$ cat config.mk
export PLATFORM = sky130hd
export DESIGN_NAME = uart_framer
export DESIGN_NICKNAME = d
export VERILOG_FILES = /design/src/rtl/uart_pkg.sv /design/src/rtl/uart_fwft_fifo.sv /design/src/rtl/uart_framer.sv
export SDC_FILE = /design/constraint.sdc
export NUM_CORES = 1
export LEC_CHECK = 0
export BUFFER_PORTS_ARGS = -buffer_cell sky130_fd_sc_hd__buf_4
export CORE_MARGIN = 3
export CORE_UTILIZATION = 60
export CTS_BUF_LIST = sky130_fd_sc_hd__clkbuf_4 sky130_fd_sc_hd__clkbuf_8
export DETAILED_ROUTE_END_ITERATION = 10
export HOLD_SLACK_MARGIN = 0.02
export PLACE_DENSITY = 0.84
export SETUP_SLACK_MARGIN = 0.3
export SYNTH_ARGS = -nofsm -noshare
export SYNTH_HDL_FRONTEND = slang
export SYNTH_HIERARCHICAL = 1
export SYNTH_SLANG_ARGS = --single-unit
$ cat constraint.sdc
create_clock -name CLK_I -period 4.3 [get_ports CLK_I]
set_input_delay 0.86 -clock CLK_I [delete_from_list [all_inputs] [get_ports CLK_I]]
set_output_delay 0.86 -clock CLK_I [all_outputs]
set_load 0.05 [all_outputs]
$ cat src/rtl/uart_pkg.sv
// Shared definitions for the UART framer: escape byte, FSM state types and
// the RX FIFO entry layout.
package uart_pkg;

    // Escape byte: it prefixes a command on the wire and is doubled for literal data.
    localparam logic [7:0] ESC_BYTE = 8'h1B;

    typedef enum logic {
        RX_IDLE,
        RX_ESC
    } rx_state_e;

    typedef enum logic [1:0] {
        TX_IDLE,
        TX_ESC,
        TX_BYTE
    } tx_state_e;

    // Each RX FIFO entry is a byte plus a flag that marks it as a command.
    typedef struct packed {
        logic       cmd;
        logic [7:0] data;
    } rx_entry_t;

    localparam int unsigned RX_ENTRY_W = $bits(rx_entry_t);

endpackage

$ cat src/rtl/uart_fwft_fifo.sv
// First-word fall-through FIFO. The head entry is presented combinationally
// and reads as zero while the FIFO is empty. A push into a full FIFO succeeds
// only when a pop happens in the same cycle.
module uart_fwft_fifo #(
    parameter int unsigned WIDTH = 9,
    parameter int unsigned DEPTH = 4
) (
    input  logic             clk_i,
    input  logic             rst_ni,
    input  logic             push_i,
    input  logic [WIDTH-1:0] data_i,
    input  logic             pop_i,
    output logic             full_o,
    output logic             empty_o,
    output logic [WIDTH-1:0] head_o
);

    localparam int unsigned AW = (DEPTH > 1) ? $clog2(DEPTH) : 1;
    localparam int unsigned CW = $clog2(DEPTH + 1);

    logic [WIDTH-1:0] mem_q [DEPTH];
    logic [AW-1:0]    wr_ptr_q, rd_ptr_q;
    logic [CW-1:0]    count_q;
    logic             do_push, do_pop;

    assign empty_o = (count_q == '0);
    assign full_o  = (count_q == CW'(DEPTH));
    assign do_pop  = pop_i && !empty_o;
    assign do_push = push_i && (!full_o || do_pop);
    assign head_o  = empty_o ? '0 : mem_q[rd_ptr_q];

    // Pointer and occupancy tracking; DEPTH is a power of two so pointers wrap naturally.
    always_ff @(posedge clk_i or negedge rst_ni) begin
        if (!rst_ni) begin
            wr_ptr_q <= '0;
            rd_ptr_q <= '0;
            count_q  <= '0;
        end else begin
            if (do_push) wr_ptr_q <= wr_ptr_q + 1'b1;
            if (do_pop)  rd_ptr_q <= rd_ptr_q + 1'b1;
            case ({do_push, do_pop})
                2'b10:   count_q <= count_q + 1'b1;
                2'b01:   count_q <= count_q - 1'b1;
                default: count_q <= count_q;
            endcase
        end
    end

    // Storage array; contents are qualified by the occupancy count, so no reset.
    always_ff @(posedge clk_i) begin
        if (do_push) mem_q[wr_ptr_q] <= data_i;
    end

endmodule

$ cat src/rtl/uart_framer.sv
// Byte-stuffing framer between a byte UART and a TAP-side interface.
// RX: ESC x decodes as command x, ESC ESC as literal ESC data, anything else
// as plain data; decoded entries queue in a FWFT FIFO.
// TX: data bytes go out as-is (ESC doubled); commands go out as ESC, cmd.
module uart_framer
    import uart_pkg::*;
#(
    parameter int unsigned FIFO_DEPTH = 4
) (
    input  logic       CLK_I,
    input  logic       RST_NI,
    input  logic       RX_VALID_I,
    input  logic [7:0] RX_DATA_I,
    input  logic       TX_BUSY_I,
    output logic       TX_START_O,
    output logic [7:0] TX_DATA_O,
    input  logic       READ_I,
    output logic [7:0] DATA_REC_O,
    output logic       RX_EMPTY_O,
    output logic       CMD_REC_O,
    output logic       TX_READY_O,
    input  logic       WRITE_I,
    input  logic [7:0] DATA_SEND_I,
    input  logic       SEND_COMMAND_I,
    input  logic [7:0] COMMAND_I,
    output logic       RX_OVERFLOW_O
);

    // ---------------- RX path ----------------
    rx_state_e rx_state_q;
    logic      rx_push;
    rx_entry_t rx_entry;
    rx_entry_t head;
    logic      fifo_full, fifo_empty;
    logic      overflow_q;

    // Escape decode: decides whether the incoming byte produces a FIFO entry.
    always_comb begin
        rx_push  = 1'b0;
        rx_entry = '0;
        if (RX_VALID_I) begin
            case (rx_state_q)
                RX_IDLE: begin
                    if (RX_DATA_I != ESC_BYTE) begin
                        rx_push  = 1'b1;
                        rx_entry = '{cmd: 1'b0, data: RX_DATA_I};
                    end
                end
                RX_ESC: begin
                    rx_push  = 1'b1;
                    rx_entry = '{cmd: (RX_DATA_I != ESC_BYTE), data: RX_DATA_I};
                end
                default: ;
            endcase
        end
    end

    // RX decoder state: remembers a pending escape prefix.
    always_ff @(posedge CLK_I or negedge RST_NI) begin
        if (!RST_NI) begin
            rx_state_q <= RX_IDLE;
        end else if (RX_VALID_I) begin
            if (rx_state_q == RX_IDLE && RX_DATA_I == ESC_BYTE) rx_state_q <= RX_ESC;
            else                                                rx_state_q <= RX_IDLE;
        end
    end

    uart_fwft_fifo #(
        .WIDTH (RX_ENTRY_W),
        .DEPTH (FIFO_DEPTH)
    ) u_rx_fifo (
        .clk_i   (CLK_I),
        .rst_ni  (RST_NI),
        .push_i  (rx_push),
        .data_i  (rx_entry),
        .pop_i   (READ_I),
        .full_o  (fifo_full),
        .empty_o (fifo_empty),
        .head_o  (head)
    );

    // Sticky overflow: an entry was offered while full with no same-cycle pop.
    always_ff @(posedge CLK_I or negedge RST_NI) begin
        if (!RST_NI) overflow_q <= 1'b0;
        else if (rx_push && fifo_full && !READ_I) overflow_q <= 1'b1;
    end

    assign DATA_REC_O    = head.data;
    assign CMD_REC_O     = head.cmd;
    assign RX_EMPTY_O    = fifo_empty;
    assign RX_OVERFLOW_O = overflow_q;

    // ---------------- TX path ----------------
    tx_state_e  tx_state_q;
    logic       pend_q;
    logic [7:0] pend_cmd_q;
    logic [7:0] byte_q;
    logic       start_q;
    logic [7:0] tx_data_q;
    logic       can_issue;

    assign TX_READY_O = (tx_state_q == TX_IDLE) && !pend_q && !TX_BUSY_I;
    assign can_issue  = !TX_BUSY_I && !start_q;
    assign TX_START_O = start_q;
    assign TX_DATA_O  = tx_data_q;

    // TX sequencer: dispatches commands/data and issues one start pulse per wire byte.
    always_ff @(posedge CLK_I or negedge RST_NI) begin
        if (!RST_NI) begin
            tx_state_q <= TX_IDLE;
            pend_q     <= 1'b0;
            pend_cmd_q <= '0;
            byte_q     <= '0;
            start_q    <= 1'b0;
            tx_data_q  <= '0;
        end else begin
            start_q <= 1'b0;
            case (tx_state_q)
                TX_IDLE: begin
                    if (pend_q) begin
                        // Pending is released once the command is copied into byte_q,
                        // so a pulse arriving mid-sequence queues a fresh command.
                        pend_q     <= 1'b0;
                        byte_q     <= pend_cmd_q;
                        tx_state_q <= TX_ESC;
                    end else if (WRITE_I && TX_READY_O) begin
                        byte_q     <= DATA_SEND_I;
                        tx_state_q <= (DATA_SEND_I == ESC_BYTE) ? TX_ESC : TX_BYTE;
                    end
                end
                TX_ESC: begin
                    if (can_issue) begin
                        start_q    <= 1'b1;
                        tx_data_q  <= ESC_BYTE;
                        tx_state_q <= TX_BYTE;
                    end
                end
                TX_BYTE: begin
                    if (can_issue) begin
                        start_q    <= 1'b1;
                        tx_data_q  <= byte_q;
                        tx_state_q <= TX_IDLE;
                    end
                end
                default: tx_state_q <= TX_IDLE;
            endcase
            if (SEND_COMMAND_I) begin
                pend_q     <= 1'b1;
                pend_cmd_q <= COMMAND_I;
            end
        end
    end

endmodule
==> results of run 1 <==
## cell families after synthesis
group | share of synthesized area (%)
AO/OA/AOI/OAI | 5.45
buffers and inverters | 3.60
multiplexers | 15.1
flip-flops | 62.1
AND/OR/NAND/NOR | 8.47
XOR/XNOR | 1.62
adder cells (fa/ha/maj) | 3.71
## synthesized netlist by cell type, types with 2 or more instances
master    instances  share of area, %
a21oi_1           6              0.93
a31oi_1           4              0.77
and2_1            9               1.7
and2_2            4              0.93
buf_2             3              0.46
clkbuf_1          4              0.46
dfrtp_1          37                29
edfxtp_1         36                33
ha_1              8               3.1
inv_1            20               2.3
mux2_2           16               5.6
mux2i_1           9               2.8
mux4_2            9               6.3
nand4_1           4              0.77
nor2_1            6              0.70
nor2b_1          11               2.1
o211ai_1          2              0.46
o21ai_0           5              0.77
xnor2_1           2              0.54
xor2_1            4               1.1
## state kept, by name (all words and copies together) (netlist names)
register and flops:
tx_state_q 2, u_rx_fifo/count_q 3, u_rx_fifo/mem_q 36, byte_q 8, TX_START_O 1, u_rx_fifo/wr_ptr_q 2
u_rx_fifo/rd_ptr_q 2, RX_OVERFLOW_O 1, pend_cmd_q 8, TX_DATA_O 8, pend_q 1, rx_state_q 1
## per-stage QoR
step | util [%] | instances | area [um^2] | setup WS (ns)
global route | 74.6 | 350 | 3860 | 1.26
detailed placement | 71.0 | 334 | 3670 | 1.07
global placement | 71.0 | 334 | 3670 | 1.14
floorplan | - | 221 | 3230 | 1.33
CTS | 74.6 | 350 | 3860 | 1.35
finish | 74.6 | 350 | 3860 | 1.39
## routing by layer
metal	vias up	track usage, %	wire [um]
li1	905	-	-
met1	982	29.0	2680
met2	46	37.0	3270
met3	10	4.18	201
met4	0	12.2	133
met5	-	0	0
## final timing paths
| check | cells after the start | to |
|---|---|---|
| setup / recovery | 3 | DATA_REC_O[1] |
| hold / removal | 1 | tx_state_q[0] |
| setup reg to reg | 9 | u_rx_fifo/count_q[2] |
| hold reg to reg | 1 | u_rx_fifo/count_q[2] |
| max in group asynchronous | 1 | pend_cmd_q[7] |
| min in group CLK_I | 1 | u_rx_fifo/count_q[2] |
## cell usage in the layout (no fill, tap or decap), drive strengths merged, types with 2 or more instances in the layout
cell | synthesis | final
buf | 5 | 52
a21oi | 6 | 6
inv | 20 | 20
and2 | 14 | 14
mux2 | 17 | 17
nor2b | 11 | 11
xor2 | 4 | 4
clkinv | 0 | 3
dfrtp | 37 | 37
nand4 | 4 | 4
clkbuf | 4 | 12
nor2 | 6 | 6
a31oi | 4 | 4
mux4 | 9 | 9
o211ai | 2 | 2
ha | 8 | 8
o21a | 2 | 2
mux2i | 9 | 9
edfxtp | 36 | 36
o21ai | 5 | 5
xnor2 | 2 | 2
## area by class of cell
class	instances	area (um^2)
flip-flops and latches	73	2010
fillers	336	1310
multi-input cells	119	1110
repair buffers	52	390
clock buffers	12	146
well taps	70	87.6
inverters	20	75.1
clock inverters	4	43.8
## report_power, final
| part | internal [mW] | leakage (nW) | switching (mW) |
|---|---|---|---|
| clock network | 0.284 | 0.102 | 0.243 |
| logic | 0.482 | 0.771 | 0.744 |
| registers | 0.937 | 0.770 | 0.150 |
==> run metrics, run 1 <==
synthesized flop and latch total=73; Clk Latency, worst-skew pair=0.34 ns; H-Tree Depth=3; Die Y=around 79 um; CTS tree=yes; DR vias=between 1,500 and 2,000; first-pass GRT wire length=10,400 um; die area=0.00631 mm^2; port bufs=a little over 50; Async S/R FF share, synth=approximately half; relative slew slack=56.4%; synthesized net count=261; Inserted Diodes=0; max-slew violations=0; via/cell ratio=between 5 and 6; crit-path cells=mux4_2 > nor2b_1 > buf_4; TritonCTS Buffers=9; clock root cell=clkbuf_8; Final Hold Fails=0; FF-to-FF setup slack=between 2 and 2.5 ns; vias in the first global route=between 2,000 and 2,500; drt initial violations=roughly 150; pwr dens=around 740 mW/mm^2; LEAKAGE=~1.6 nW; hpwl dp=~4400 um; Cell Area, Synth=between 0.003 and 0.004 mm^2; top_reg_cell synth=dfrtp_1; Cells after Synth=between 200 and 250; critical path endpoint category=primary output; Startpoint Class=flip-flop; CP max-delay cell=dfrtp_1; Max Clock Skew=~0.0063 ns; GRT Total Usage=between 20% and 30%; Mean Syn Cell Area=14.6 um^2; maximum vdd drop=a little over 0.4 mV; final setup TNS=0 ns; Final setup viols=0; Total Power=2.84 mW; DRC violations left=0; critical path type=reg2out; Antenna Nets Post-Route=0; Starting Density=around 63%; GR Overflow Total=0; layout cells sized above 1=between 30% and 40%; sequential share of the synthesized area=approximately 62%; pin count of the biggest net entering global routing=38; Cell variety after synth=42; Clock transition at path regs=0.07 ns; Sink Count=73; antenna violations before repair=0; period utilization=67.6%; Tmin final=2.91 ns; synth warn=6; Pre-Repair DR Iteration Count=4; I/O pin total=52; status=completed; number of flops mapped to enable cells by yosys=36; actual slew at the worst max-slew pin=between 0.6 and 0.7 ns; Top Family by Delay on Critical Path=flip-flops; Clock Path Buffers=2; number of gates resized after CTS=0; # rows=26; gp weighted congestion=between 0.8 and 0.9; Core ar.=0.00517 mm^2; final WL=~6300 um; Worst Path Required=3.44 ns; Hold Buf Count CTS=0; postcts setup bufs=0; RSZ-0062 raised after global routing=no; HP Class=in2async; Worst path max stage delay=approximately 0.76 ns; WL/cell=~18 um; critical path buffer and inverter count=1; critical path arrival=~2.1 ns; Hold Worst Slack=around 0.46 ns; Nets=315; max frequency=~340 MHz; crit path max fanout=11; Die Wd=79.4 um; Area Growth Syn to Fin=19.4%; MaxCap Viol Count=0; worst r2r src=u_rx_fifo/count_q[0]; worst setup path startpoint=u_rx_fifo/rd_ptr_q[0]
No activity file was read; power rests on OpenSTA's default activity.
==> run 2, diff against run 1 <==
--- a/config.mk
+++ b/config.mk
@@ -7,11 +7,11 @@
 export LEC_CHECK = 0
 export BUFFER_PORTS_ARGS = -buffer_cell sky130_fd_sc_hd__buf_4
 export CORE_MARGIN = 3
-export CORE_UTILIZATION = 60
+export CORE_UTILIZATION = 53
 export CTS_BUF_LIST = sky130_fd_sc_hd__clkbuf_4 sky130_fd_sc_hd__clkbuf_8
 export DETAILED_ROUTE_END_ITERATION = 10
 export HOLD_SLACK_MARGIN = 0.02
-export PLACE_DENSITY = 0.84
+export PLACE_DENSITY = 0.78
 export SETUP_SLACK_MARGIN = 0.3
 export SYNTH_ARGS = -nofsm -noshare
 export SYNTH_HDL_FRONTEND = slang
==> constraint.sdc (replaced) <==
create_clock -name CLK_I -period 2.6 [get_ports CLK_I]
set_input_delay 0.52 -clock CLK_I [delete_from_list [all_inputs] [get_ports CLK_I]]
set_output_delay 0.52 -clock CLK_I [all_outputs]
set_load 0.05 [all_outputs]
==> run 2 against run 1 <==
  * Sequential power up 61%
  * Via count down 0.67%
  * Routed wire length down 3.2%
  * Utilization down 4.9 points
  * Register-to-register slack worse by 1.6 ns
  * Final cell count up 2.0%
  * Non-clock buffer count up 5
  * Critical path type is now in2reg
  * Combinational power up 74%
  * Clock skew up 0.0014 ns
  * Clock power up 100%
  * Global-route usage down 4.1 points
  * Setup slack worse by 1.1 ns
==> run metrics, run 2 (synthesis results as in run 1) <==
H-Tree Depth=3; Die Y=84.1 um; layout cells sized above 1=38.6%; GR Overflow Total=0; Starting Density=56.7%; Total Power=slightly below 5 mW; Post-Layout Cell Count=roughly 360; most common cell after layout, fill and taps aside=buf_4; max reg flops=36; placed cells=341; die area=0.00708 mm^2; Clk Latency, worst-skew pair=~0.34 ns; Core ar.=0.00571 mm^2; Antenna Nets Post-Route=0; DR vias=between 1,500 and 2,000; Hold Worst Slack=approximately 0.13 ns; actual slew at the worst max-slew pin=roughly 0.5 ns; gp weighted congestion=between 0.7 and 0.8; pre-CTS worst setup slack=-0.0493 ns; critical path type=in2reg; HP Class=in2async; via/cell ratio=approximately 5.4; final setup TNS=0 ns; most frequent cells in the layout=buf_4 (56), dfrtp_1 (36), edfxtp_1 (36), inv_1 (18), mux2_2 (16); hpwl dp=approximately 4400 um; Die Wd=approximately 84 um; TritonCTS Buffers=9; maximum vdd drop=approximately 0.65 mV; Sink Count=between 70 and 80; crit path max fanout=2; postcts setup bufs=0; max frequency=roughly 440 MHz; part of the power in registers=approximately 35%; Pre-Repair DR Iteration Count=4; I/O pin total=52; # rows=27; Logic pwr share=a little over two fifths; Inserted Diodes=0; CTS tree=yes; largest reg by FF count=u_rx_fifo/mem_q; Startpoint Class=input port; Max Clock Skew=a little under 0.008 ns; Nets=320; RSZ-0062 raised after global routing=yes; max-slew violations=0; Clock Power Share=a little over a fifth; antenna violations before repair=0; Sw Share=roughly 38%; critical path endpoint category=flip-flop; Clock Path Buffers=2; Worst Path Required=between 2 and 3 ns; Final setup viols=0; port bufs=approximately 50; Clock transition at path regs=about 0.070 ns; relative slew slack=between 60% and 70%; FF-to-FF path depth=9; pwr dens=about 1200 mW/mm^2; MaxCap Viol Count=0; DRC violations left=0; critical path arrival=about 2.5 ns; period utilization=around 87%; clock root cell=clkbuf_8; Final WS setup=roughly 0.33 ns; final WL=around 6100 um; LEAKAGE=roughly 1.7 nW; status=completed; Area Growth Syn to Fin=23.2%; Final Util=between 60% and 70%; P_sw=~1.9 mW; vias in the first global route=slightly above 2,000; first-pass GRT wire length=approximately 10,000 um; Tmin final=about 2.3 ns; post-route cell area=approximately 0.0040 mm^2; WL/cell=about 17 um; GRT Total Usage=around a fifth; DP Area=around 0.0037 mm^2; Final Hold Fails=0; drt initial violations=just under 90; Internal=3.09 mW; pin count of the biggest net entering global routing=38
run 2: changes by cell type in the layout (fill, tap and decap cells not counted), sizes merged:
cell and change:
bufinv +2, buf +5, clkinv -3, clkbuf +1
run 2: path summary, 6_finish.rpt:
| check | from | to | slack (ns) |
|---|---|---|---|
| worst max-delay path | RX_DATA_I[5] | u_rx_fifo/count_q[2] | 0.33 |
| worst min-delay path | RST_NI | u_rx_fifo/rd_ptr_q[0] | 0.13 |
| worst max register to register | u_rx_fifo/count_q[0] | u_rx_fifo/count_q[2] | 0.48 |
| worst min register to register | RX_OVERFLOW_O | RX_OVERFLOW_O | 0.48 |
| max in group asynchronous | RST_NI | u_rx_fifo/rd_ptr_q[1] | 2.13 |
| min in group CLK_I | COMMAND_I[7] | pend_cmd_q[7] | 0.40 |
run 2: worst max-delay path, stage by stage:
cell and delay [ns]:
buf_4 0.11, or4b_4 0.53, o31a_1 0.29, o21a_4 0.13
inv_2 0.06, ha_4 0.13, inv_2 0.04, fa_2 0.34
xor2_1 0.14, nor2_1 0.11, xor2_1 0.14
run 2: timing repair:
item,CTS,global route
hold buffers,0,0
pin swaps,0,1
endpoints found under the setup margin,2,5
resized for setup,1,3
run 2: power by group through the flow:
stage	registers, mW	clock network, mW	logic, mW
floorplan	1.85	0	1.45
global placement	1.76	0	2.08
detailed placement	1.77	0	2.12
CTS	1.75	1.08	2.14
global route	1.80	1.14	2.29
finish	1.76	1.07	2.14
run 2: layout make-up:
| class | count | area [um^2] |
|---|---|---|
| well taps | 72 | 90.1 |
| flip-flops and latches | 73 | 2010 |
| multi-input cells | 119 | 1130 |
| repair buffers | 57 | 440 |
| fillers | 394 | 1730 |
| inverters | 20 | 75.1 |
| clock buffers | 13 | 154 |
| clock inverters | 3 | 90.1 |
run 2: layer usage:
metal  track usage (%)  part of all wire, %  vias to the layer above
met5                 0                    0                        -
met4              7.75                  2.1                        0
met3              4.74                  5.8                       12
met2              29.7                   48                       62
met1              24.6                   44                      941
li1                  -                    -                      915
